`config.mk`:
```
export PLATFORM = sky130hd
export DESIGN_NAME = cp0_exc_ctrl_flat
export DESIGN_NICKNAME = d
export VERILOG_FILES = /design/src/rtl/cp0_exc_ctrl_if.sv /design/src/rtl/cp0_exc_ctrl.sv /design/src/flat_wrapper.sv
export SDC_FILE = /design/constraint.sdc
export NUM_CORES = 1
export LEC_CHECK = 0
export ABC_AREA = 1
export BUFFER_PORTS_ARGS = -buffer_cell sky130_fd_sc_hd__buf_2
export CELL_PAD_IN_SITES_DETAIL_PLACEMENT = 0
export CELL_PAD_IN_SITES_GLOBAL_PLACEMENT = 1
export CORE_MARGIN = 2
export CORE_UTILIZATION = 35
export DETAILED_ROUTE_END_ITERATION = 12
export PLACE_DENSITY_LB_ADDON = 0.1
export SLEW_MARGIN = 20
export SYNTH_ARGS = -nofsm -noshare
export SYNTH_HDL_FRONTEND = slang
export SYNTH_SLANG_ARGS = --single-unit
export TNS_END_PERCENT = 1
```
`constraint.sdc`:
```
create_clock -name clk -period 4.4 [get_ports clk]
set_input_delay 0.44 -clock clk [delete_from_list [all_inputs] [get_ports clk]]
set_output_delay 0.44 -clock clk [all_outputs]
set_load 0.05 [all_outputs]
```
`src/rtl/cp0_exc_ctrl_if.sv`:
```
// Commit-point bundle between the P7 pipeline and the CP0 exception responder.
// The pipeline drives the master side; cp0_exc_ctrl sits on the slave side.
interface cp0_exc_ctrl_if #(
  parameter int HWINT_W = 6
);
  logic [4:0]         cp0_addr;
  logic               cp0_we;
  logic [31:0]        cp0_wdata;
  logic [31:0]        cp0_rdata;
  logic [31:0]        cp0_pc;
  logic               cp0_bd;
  logic [4:0]         cp0_exc;
  logic [HWINT_W-1:0] cp0_hwint;
  logic               cp0_exl_clr;
  logic               cp0_req;
  logic [31:0]        cp0_epc;

  modport master (
    output cp0_addr, cp0_we, cp0_wdata, cp0_pc, cp0_bd, cp0_exc, cp0_hwint, cp0_exl_clr,
    input  cp0_rdata, cp0_req, cp0_epc
  );

  modport slave (
    input  cp0_addr, cp0_we, cp0_wdata, cp0_pc, cp0_bd, cp0_exc, cp0_hwint, cp0_exl_clr,
    output cp0_rdata, cp0_req, cp0_epc
  );
endinterface

```
`src/rtl/cp0_exc_ctrl.sv`:
```
// Coprocessor-0 exception responder: decides exception/interrupt entry,
// holds SR/Cause/EPC, serves mfc0/mtc0 and supplies EPC for eret.
module cp0_exc_ctrl #(
  parameter logic [31:0] PRID    = 32'h0000_7000,
  parameter int          HWINT_W = 6
) (
  input  logic              clk,
  input  logic              rst,
  cp0_exc_ctrl_if.slave     bus
);

  localparam logic [4:0] ADDR_SR    = 5'd12;
  localparam logic [4:0] ADDR_CAUSE = 5'd13;
  localparam logic [4:0] ADDR_EPC   = 5'd14;
  localparam logic [4:0] ADDR_PRID  = 5'd15;

  logic [HWINT_W-1:0] im_reg;
  logic               exl_reg;
  logic               ie_reg;
  logic               bd_reg;
  logic [HWINT_W-1:0] ip_reg;
  logic [4:0]         exc_code_reg;
  logic [31:0]        epc_reg;

  logic [HWINT_W-1:0] pend;
  logic               int_req;
  logic               exc_req;
  logic               req;
  logic [31:0]        sr_word;
  logic [31:0]        cause_word;

  // A line is pending only when its mask bit is set.
  genvar gi;
  generate
    for (gi = 0; gi < HWINT_W; gi++) begin : g_pend
      assign pend[gi] = bus.cp0_hwint[gi] & im_reg[gi];
    end
  endgenerate

  assign int_req = !exl_reg && ie_reg && (|pend);
  assign exc_req = !exl_reg && (bus.cp0_exc != 5'd0);
  assign req     = int_req || exc_req;

  always_comb begin
    sr_word                  = '0;
    sr_word[10 +: HWINT_W]   = im_reg;
    sr_word[1]               = exl_reg;
    sr_word[0]               = ie_reg;
    cause_word               = '0;
    cause_word[31]           = bd_reg;
    cause_word[10 +: HWINT_W] = ip_reg;
    cause_word[6:2]          = exc_code_reg;
  end

  always_comb begin
    case (bus.cp0_addr)
      ADDR_SR:    bus.cp0_rdata = sr_word;
      ADDR_CAUSE: bus.cp0_rdata = cause_word;
      ADDR_EPC:   bus.cp0_rdata = epc_reg;
      ADDR_PRID:  bus.cp0_rdata = PRID;
      default:    bus.cp0_rdata = '0;
    endcase
  end

  assign bus.cp0_req = req;
  assign bus.cp0_epc = epc_reg;

  always_ff @(posedge clk or negedge rst) begin
    if (!rst) begin
      im_reg       <= '0;
      exl_reg      <= 1'b0;
      ie_reg       <= 1'b0;
      bd_reg       <= 1'b0;
      ip_reg       <= '0;
      exc_code_reg <= '0;
      epc_reg      <= '0;
    end else begin
      ip_reg <= bus.cp0_hwint;
      if (req) begin
        // Entry swallows any mtc0 or eret presented in the same cycle.
        exl_reg      <= 1'b1;
        bd_reg       <= bus.cp0_bd;
        exc_code_reg <= int_req ? 5'd0 : bus.cp0_exc;
        epc_reg      <= bus.cp0_bd ? bus.cp0_pc - 32'd4 : bus.cp0_pc;
      end else begin
        if (bus.cp0_we && bus.cp0_addr == ADDR_SR) begin
          im_reg  <= bus.cp0_wdata[10 +: HWINT_W];
          exl_reg <= bus.cp0_wdata[1];
          ie_reg  <= bus.cp0_wdata[0];
        end
        if (bus.cp0_we && bus.cp0_addr == ADDR_EPC) begin
          epc_reg <= bus.cp0_wdata;
        end
        // Placed after the SR write so eret wins for EXL.
        if (bus.cp0_exl_clr) begin
          exl_reg <= 1'b0;
        end
      end
    end
  end

endmodule

```
`src/flat_wrapper.sv`:
```
// flat-port wrapper written by rule: the top's interface ports become plain ports
module cp0_exc_ctrl_flat 
#(
  parameter logic [31:0] PRID    = 32'h0000_7000,
  parameter int          HWINT_W = 6
)
  (clk, rst, bus_cp0_addr, bus_cp0_we, bus_cp0_wdata, bus_cp0_pc, bus_cp0_bd, bus_cp0_exc, bus_cp0_hwint, bus_cp0_exl_clr, bus_cp0_rdata, bus_cp0_req, bus_cp0_epc);
  cp0_exc_ctrl_if #(.HWINT_W(HWINT_W)) bus_i ();
  input  logic clk;
  input  logic rst;
  input wire logic [$bits(bus_i.cp0_addr)-1:0] bus_cp0_addr;
  input wire logic [$bits(bus_i.cp0_we)-1:0] bus_cp0_we;
  input wire logic [$bits(bus_i.cp0_wdata)-1:0] bus_cp0_wdata;
  input wire logic [$bits(bus_i.cp0_pc)-1:0] bus_cp0_pc;
  input wire logic [$bits(bus_i.cp0_bd)-1:0] bus_cp0_bd;
  input wire logic [$bits(bus_i.cp0_exc)-1:0] bus_cp0_exc;
  input wire logic [$bits(bus_i.cp0_hwint)-1:0] bus_cp0_hwint;
  input wire logic [$bits(bus_i.cp0_exl_clr)-1:0] bus_cp0_exl_clr;
  output wire logic [$bits(bus_i.cp0_rdata)-1:0] bus_cp0_rdata;
  output wire logic [$bits(bus_i.cp0_req)-1:0] bus_cp0_req;
  output wire logic [$bits(bus_i.cp0_epc)-1:0] bus_cp0_epc;
  assign bus_i.cp0_addr = bus_cp0_addr;
  assign bus_i.cp0_we = bus_cp0_we;
  assign bus_i.cp0_wdata = bus_cp0_wdata;
  assign bus_i.cp0_pc = bus_cp0_pc;
  assign bus_i.cp0_bd = bus_cp0_bd;
  assign bus_i.cp0_exc = bus_cp0_exc;
  assign bus_i.cp0_hwint = bus_cp0_hwint;
  assign bus_i.cp0_exl_clr = bus_cp0_exl_clr;
  assign bus_cp0_rdata = bus_i.cp0_rdata;
  assign bus_cp0_req = bus_i.cp0_req;
  assign bus_cp0_epc = bus_i.cp0_epc;
  cp0_exc_ctrl #(.PRID(PRID), .HWINT_W(HWINT_W)) u_core (.clk(clk), .rst(rst), .bus(bus_i));
endmodule
```
After elaboration in Yosys (flattened, before gate mapping)
Cells that the tools add are included.
- $add $sub $neg: 1
- eq/ne operators: 4
- mux-type cells: 8
- bitwise logic cells: 7
- reductions and logical operators: 12
- operator list (kind ; count):
    case mux 32 bit (4 select lines) ; 1
    2-to-1 mux 32 bit ; 3
    subtractor 32 x 3 -> 32 bit (second input constant) ; 1
    == test 5 x 4 -> 1 bit (second input constant) ; 4
    bitwise AND 1 bit ; 6
    OR reduction 6 bit ; 1
    logical AND 1 bit ; 5
    2-to-1 mux 5 bit ; 1
    nonzero test 5 bit ; 1
    2-to-1 mux 1 bit ; 3
    nonzero test 3 bit ; 1
    AND reduction 2 bit ; 1
    nonzero test 2 bit ; 1
    zero test 1 bit ; 1
    logical OR 1 bit ; 1
    NOT 1 bit ; 1
- register bits: 52
- input port bits: 85
- output and inout bits: 65
- logic and storage cells: 39

Longest topological paths before layout
Gate-level depths: netlist of run 1.
- word-level depth: 6
- mapped depth: 13
- gate-level depth less buffers: 13

Worst setup path after synthesis of run 1
OpenSTA, ideal clock, no wires.
- path kind: input -> output
- start: input bus_cp0_addr[3]
- end: output bus_cp0_rdata[0]
- arrival time: 1.904 ns
- slack: 2.056 ns
- stages: 4
- cell sequence: nand2_1 > nor2_1 > nand2_1 > o21ai_0
- cells in the longest elaborated chain, start to end: 2
- elaborated cells on any way between the ends: 5
- classes of those cells: eq/ne: 4; mux: 1
- ends and longest elaborated chain (what ; line ; RTL):
    from (decl) ; flat_wrapper.sv:11 ; input wire logic [$bits(bus_i.cp0_addr)-1:0] bus_cp0_addr;
    == test 5 x 4 -> 1 bit ; cp0_exc_ctrl.sv:56 ; case (bus.cp0_addr)
    case mux 32 bit (4 select lines) (*) ; cp0_exc_ctrl.sv:56 ;
    to (decl) ; flat_wrapper.sv:19 ; output wire logic [$bits(bus_i.cp0_rdata)-1:0] bus_cp0_rdata;
Mark *: on every way between the ends. The rest lies on a longest branch, timed or not.

Worst setup path after layout of run 1
- start: register u_core.im_reg[3]
- end: output bus_cp0_req
- cells in the longest elaborated chain, start to end: 4
- ends and longest elaborated chain (what ; line ; RTL):
    from (decl) ; cp0_exc_ctrl.sv:17 ; logic [HWINT_W-1:0] im_reg;
    from (signal assigned) ; cp0_exc_ctrl.sv:87 ; im_reg <= bus.cp0_wdata[10 +: HWINT_W];
    bitwise AND 1 bit ; cp0_exc_ctrl.sv:36 ; assign pend[gi] = bus.cp0_hwint[gi] & im_reg[gi];
    OR reduction 6 bit ; cp0_exc_ctrl.sv:40 ; assign int_req = !exl_reg && ie_reg && (|pend);
    logical AND 1 bit ; cp0_exc_ctrl.sv:40 ;
    logical OR 1 bit ; cp0_exc_ctrl.sv:42 ; assign req = int_req || exc_req;
    to (decl) ; flat_wrapper.sv:20 ; output wire logic [$bits(bus_i.cp0_req)-1:0] bus_cp0_req;
No other way between the ends.

==> out/results.txt, run 1 <==
flops & latches, synth -> 52
WL/cell -> 13.9 µm
Tightest Pin Transition -> 0.706 ns
vias in the first global route -> 3666
r2r worst-path depth -> 8
Mapped Nets -> 638
H-tree Lvls -> 2
fin crit share -> 0.629
core area -> 9860 µm²
Root Buffer -> clkbuf_8
reg2reg setup slack -> 1.76 ns
Bufs and invs on worst path -> 1
Logic pwr share -> 0.583
die width -> 105 µm
Final setup viols -> 0
Starting DRT DRC Count -> 189
switching part of the total power -> 0.565
launching point of the worst reg2reg path -> u_core.im_reg[3]$_DFFE_PN0P_
Seq pwr share -> 0.313
IO Count -> 150
Vias/cell -> 4.72
# nets final -> 779
CTS tree -> done
DRC violations left -> 0
cell family with most CP delay -> simple AND/OR/NAND/NOR gates
RSZ-0062 raised after global routing -> false
die area -> 11100 µm²
Post-Route WL -> 11500 µm
Max Transition Viols Final -> 0
Total GRT Usage -> 0.207
Cells after Synth -> 552
largest net degree at the start of global routing -> 68
Critical Path RT -> 3.96 ns
Psw -> 1.54 mW
Crit path arrival time -> 2.33 ns
max incr delay on CP -> 0.53 ns
f_max -> 0.362 GHz
setup_tns -> 0 ns
area delta synth->final -> 25.2%
CTS sink cnt -> 52
Starting Density -> 0.363
EDFF count, synth -> 0
global-route wire length before repair -> 18500 µm
latest clock arrival within the worst-skew pair -> 0.31 ns
drt pass-1 iters -> 4
hold buffer count at CTS -> 0
Post-DP HPWL -> 9110 µm
cts bufs inserted -> 5
post-synthesis sequential area ratio -> 0.363
Synth Flop Type -> dfrtp_1
Peak VDD IR -> 0.000247 V
Overflow after GRT -> 0
worst-path cell chain -> nand2_1 -> nand3_1 -> o21ai_4 -> nand2_4 -> buf_2
vias post-DR -> 3904
PD cells -> 606 nW/µm²
initial antenna violation count -> 0
clk_skew -> 0.0116 ns
Rel. slew slack -> 0.529
min Tclk post-route -> 2.77 ns
Final Hold Viols -> 0
post-cts sizing count -> 0
utilization after layout -> 0.455
Internal Power -> 1.18 mW
Crit Path Category -> reg2out
leakage power -> 2.50 nW
Antenna diodes -> 0
power share of the clock group -> 0.105
Die Ht -> 105 µm
Setup crit start kind -> flip-flop
Clock Pin Slew Worst Setup and Hold Paths -> 0.10 ns
synth warn -> 0
CP max FO -> 67
Max-cap violations -> 0
Post-CTS Setup Bufs -> 0
CP endpoint kind -> primary output
DRT antenna net count -> 0
port buffer count -> 149
Clock Path Buffers -> 2
status -> finished clean
count of cell types in the netlist -> 33
final total power -> 2.72 mW
Mean Syn Cell Area -> 6.49 µm²
Final Wtd Congestion -> 0.856
row count -> 36
type of the most critical hold path -> in2async
share of layout cells above drive strength 1 -> 0.249
r2r endpoint -> u_core.bus.cp0_epc[7]$_DFFE_PN0P_
synthesized area -> 3580 µm²
asr flop ratio synth -> 1.00
CP max-delay cell -> nand2_4
number of flip-flops in the largest register -> 32
==> metrics by stage <==
stage	setup WS (ns)	instances	hold WS (ns)	instance area, µm²
final	1.63	827	0.235	4490
after global routing	1.46	827	0.237	4490
after CTS	1.60	827	0.236	4490
after detailed placement	1.54	819	0.495	4390
after global placement	1.59	819	0.494	4390
after floorplan	2.06	552	0.144	3580
==> power by group through the flow <==
| stage | registers, mW | clock network [mW] | logic (mW) |
|---|---|---|---|
| 5_1_grt | 0.877 | 0.308 | 1.73 |
| 3_5_place_dp | 0.860 | 0 | 1.59 |
| 6_report | 0.850 | 0.285 | 1.58 |
| 2_1_floorplan | 1.34 | 0 | 0.749 |
| 4_1_cts | 0.851 | 0.296 | 1.60 |
| 3_3_place_gp | 0.858 | 0 | 1.58 |
==> cells in the mapped netlist, types with 3 or more instances <==
cell type / instances / area (µm²)
o2111ai_1: 3 / 26.3
o21ai_0: 25 / 125
dfrtp_1: 52 / 1300
inv_1: 70 / 263
nand4_1: 19 / 119
nor2_2: 3 / 18.8
xnor2_1: 5 / 43.8
o211ai_1: 3 / 22.5
buf_6: 4 / 45.0
clkbuf_1: 4 / 15.0
a21oi_1: 3 / 15.0
nand2_1: 175 / 657
buf_2: 5 / 25.0
xor2_1: 9 / 78.8
o21ai_1: 17 / 85.1
buf_4: 3 / 22.5
nand3_1: 34 / 170
nor2_1: 99 / 372
==> layer usage <==
metal / vias up / wire (µm) / global-route usage
li1: 2007 / - / -
met1: 1783 / 5520 / 0.293
met2: 104 / 5300 / 0.337
met3: 10 / 543 / 0.0256
met4: 0 / 150 / 0.0486
met5: - / 0 / 0
==> how the worst max path moves through the flow <==
stage | startpoint | endpoint | cells past startpoint
after floorplan | bus_cp0_addr[3] | bus_cp0_rdata[0] | 4
after global placement | bus_cp0_hwint[3] | u_core.bus.cp0_epc[7]$_DFFE_PN0P_ | 9
after detailed placement | bus_cp0_hwint[3] | u_core.bus.cp0_epc[7]$_DFFE_PN0P_ | 9
after CTS | u_core.im_reg[3]$_DFFE_PN0P_ | bus_cp0_req | 5
after global routing | u_core.im_reg[3]$_DFFE_PN0P_ | bus_cp0_req | 5
final | u_core.im_reg[3]$_DFFE_PN0P_ | bus_cp0_req | 5
==> layout make-up <==
type,count,area (µm²)
fillers,1117,5380
multi-input cells,411,1890
flip-flops and latches,52,1300
repair buffers,150,753
inverters,73,279
well taps,133,166
clock buffers,5,68.8
clock inverters,3,22.5
==> placed cells by master (no fill, tap or decap), drive strengths merged, types with 3 or more instances in the layout <==
cell	instances
o2111ai	3
dfrtp	52
clkinv	3
nand3	34
o211ai	4
o21ai	44
inv	73
nand2	178
clkbuf	5
nand4	20
a21oi	3
nor2	104
xor2	9
buf	150
xnor2	5
==> cell families after synthesis <==
kind of cell               after synthesis  share of synthesized area
AOI/OAI and AO/OA                       56                     0.0912
xor gates and xnor gates                14                     0.0342
adders and majority gates                1                    0.00349
buffers and inverters                   89                      0.108
DFF                                     52                      0.363
and+or+nand+nor                        340                      0.400
Power figures use the tool's default switching activity.
==> inputs of run 2 (changes only) <==
- ABC_AREA: 1 -> 0
- CORE_UTILIZATION: 35 -> 32
- clock period: 4.4 -> 2.23 ns (I/O delays scaled with it)
==> out/results.txt, run 2 <==
status -> finished clean
f_max -> 0.482 GHz
global-route wire length before repair -> 18100 µm (-1.8%)
count of cell types in the netlist -> 47 (+42%)
M1 WL -> 5730 µm (+4.0%)
PD cells -> 1100 nW/µm² (+82%)
vias in the first global route -> 3267 (-11%)
Mean Syn Cell Area -> 9.76 µm² (+50%)
Root Buffer -> clkbuf_8
Rel. slew slack -> 0.553 (+0.0241)
CTS sink cnt -> 52 (unchanged)
asr flop ratio synth -> 1.00 (unchanged)
DRT antenna net count -> 0 (unchanged)
Synth Area in Simple Gates -> 0.258 (-0.142)
EDFF count, synth -> 0 (unchanged)
Crit path arrival time -> 1.85 ns (-0.48 ns)
final total power -> 5.06 mW (+86%)
port buffer count -> 149 (unchanged)
Peak VDD IR -> 0.000439 V (+78%)
die area -> 11600 µm² (+5.2%)
Top Layer Used -> met4
met2 WL -> 5550 µm (+4.7%)
Critical Path RT -> 2.01 ns (-1.95 ns)
Post-Route WL -> 12000 µm (+4.0%)
Sequential Area -> 1300 µm² (unchanged)
Post-DP HPWL -> 9740 µm (+6.9%)
synth warn -> 0 (unchanged)
CP max FO -> 7 (-90%)
Antenna diodes -> 0 (unchanged)
Max-cap violations -> 0 (unchanged)
post-synthesis mux area share -> 0.129 (+0.129)
vias post-DR -> 3457 (-11%)
area delta synth->final -> 32.9%
die width -> 108 µm (+2.6%)
Die Ht -> 108 µm (+2.6%)
core area -> 10400 µm² (+5.6%)
CP endpoint kind -> primary output
latest clock arrival within the worst-skew pair -> 0.31 ns (about the same)
met3 WL post-DR -> 560 µm (+3.1%)
area share of the largest cell type after synthesis -> 0.377 (+0.0136)
setup_tns -> 0 ns (unchanged)
Finished Cell Area -> 4590 µm² (+2.3%)
Final Hold Viols -> 0 (unchanged)
largest net degree at the start of global routing -> 36 (-47%)
drt pass-1 iters -> 4 (unchanged)
Total GRT Usage -> 0.204 (-0.00281)
H-tree Lvls -> 2 (unchanged)
Crit Path Category -> reg2out
post-synthesis sequential area ratio -> 0.377 (+0.0136)
share of layout cells above drive strength 1 -> 0.407 (+0.158)
cts bufs inserted -> 5 (unchanged)
Synth area leaders -> dfrtp_1 38%, mux2i_1 9.0%, and3_1 6.2%
Setup crit start kind -> flip-flop
Max Transition Viols Final -> 0 (unchanged)
Clock Pin Slew Worst Setup and Hold Paths -> 0.11 ns (about the same)
CTS tree -> done
# nets final -> 596 (-23%)
Starting DRT DRC Count -> 197 (+4.2%)
post-synthesis xor/xnor area fraction -> 0.0330 (-0.00126)
number of flip-flops in the largest register -> 32 (unchanged)
Synth Flop Type -> dfrtp_1
largest family of logic cells by synthesized area -> simple AND/OR/NAND/NOR gates
commonest cells after routing, fill and taps aside -> 149 x buf_2, 52 x dfrtp_1, 34 x and3_1
flops & latches, synth -> 52 (unchanged)
Final setup viols -> 0 (unchanged)
WL/cell -> 18.5 µm (+33%)
min Tclk post-route -> 2.07 ns
most common cell in the netlist -> dfrtp_1
IO Count -> 150 (unchanged)
DRC violations left -> 0 (unchanged)
commonest non-fill, non-tap cell in the layout -> buf_2
Multi-input gate area -> 2040 µm² (+7.7%)
Synth Area in Compound Gates -> 0.165 (+0.0737)
RSZ-0062 raised after global routing -> false
clk_skew -> 0.0122 ns (+0.000609 ns)
Yosys top cell by area -> dfrtp_1
Fillers -> 1096 (-1.9%)
initial antenna violation count -> 0 (unchanged)
synthesized area -> 3450 µm² (-3.6%)
Vias/cell -> 5.34 (+13%)
Area after DPL -> 4480 µm² (+2.0%)
Overflow after GRT -> 0 (unchanged)
Adder-Cell Fraction of Synth Area -> 0.00362 (+0.000130)
row count -> 37 (+2.8%)
Starting Density -> 0.332 (-0.0316)
leakage power -> 2.19 nW (-12%)
Tightest Pin Transition -> 0.668 ns (-0.0387 ns)
fin crit share -> 0.930
Cells after Synth -> 354 (-36%)
Clock Path Buffers -> 2 (unchanged)
top cells by count, synth -> 52 x dfrtp_1, 34 x and3_1, 31 x mux2i_1
Post-CTS Setup Bufs -> 0 (unchanged)
type of the most critical hold path -> in2reg
Final Wtd Congestion -> 0.839 (-2.0%)
Mapped Nets -> 440 (-31%)
-- run 2: cell types whose count changed in the layout (fill, tap and decap cells not counted), moves of 19 or more --
cell and change:
nor2_1 -93, nand2_1 -161, buf_4 +22, o21ai_0 -19
inv_1 -66, and3_1 +34, nor4_1 +21, nand3_1 -31
mux2i_1 +31
-- run 2: power by group --
group | total, mW | internal [mW] | switching, mW
Combinational | 2.78 | 0.831 | 1.95
Sequential | 1.72 | 1.34 | 0.383
Clock | 0.554 | 0.224 | 0.330
-- run 2: cell type report --
cell class,instances,area share
clock buffer,5,0.0150
clock inverter,3,0.00463
inverter,5,0.00436
multi-input combinational,271,0.444
sequential,52,0.284
tap,136,0.0371
timing repair buffer,175,0.211
-- run 2: cell families after synthesis --
kind of cell,after synthesis
and+or+nand+nor,135
adders and majority gates,1
DFF,52
AOI/OAI and AO/OA,79
muxes,43
xor gates and xnor gates,13
buffers and inverters,31
-- run 2: final timing paths --
| check | start | to | slack, ns | depth (start not counted) |
|---|---|---|---|---|
| setup / recovery | u_core.im_reg[0]$_DFFE_PN0P_ | bus_cp0_req | 0.16 | 5 |
| max in group asynchronous | rst | u_core.bus.cp0_epc[30]$_DFFE_PN0P_ | 1.21 | 3 |
| hold reg to reg | u_core.exc_code_reg[2]$_DFFE_PN0N_ | u_core.exc_code_reg[2]$_DFFE_PN0N_ | 0.51 | 1 |
| hold / removal | bus_cp0_hwint[0] | u_core.ip_reg[0]$_DFF_PN0_ | 0.03 | 1 |
| min in group asynchronous | rst | u_core.bus.cp0_epc[24]$_DFFE_PN0P_ | 0.44 | 2 |
| setup reg to reg | u_core.im_reg[0]$_DFFE_PN0P_ | u_core.bus.cp0_epc[15]$_DFFE_PN0P_ | 0.36 | 5 |
-- run 2: routing by layer --
layer | vias to the layer above | GRT usage
met2 | 106 | 0.325
met1 | 1655 | 0.300
met3 | 7 | 0.0194
li1 | 1689 | -
met4 | 0 | 0.0440
met5 | - | 0
-- run 2: per-stage QoR --
step	hold slack, ns	util	setup WS, ns	instances
2_1_floorplan	-0.0726	-	-0.208	354
3_3_place_gp	0.263	0.430	0.162	638
3_5_place_dp	0.267	0.430	0.138	638
4_1_cts	0.0204	0.440	0.0587	647
5_1_grt	0.0148	0.441	0.0112	647
6_report	0.0314	0.441	0.156	647
-- run 2: what timing repair did --
item                                    in CTS  in global routing
endpoints found under the hold margin       24                  0
hold buffers                                 1                  0
endpoints found under the setup margin       1                  1
resized for setup                            1                  1
pin swaps                                    0                  0
-- run 2: critical path, stage by stage, from the launching register on --
cell,delay (ns)
dfrtp_1,0.41
a22oi_1,0.26
a311oi_2,0.20
nor2_2,0.26
clkinv_2,0.16
buf_2,0.24
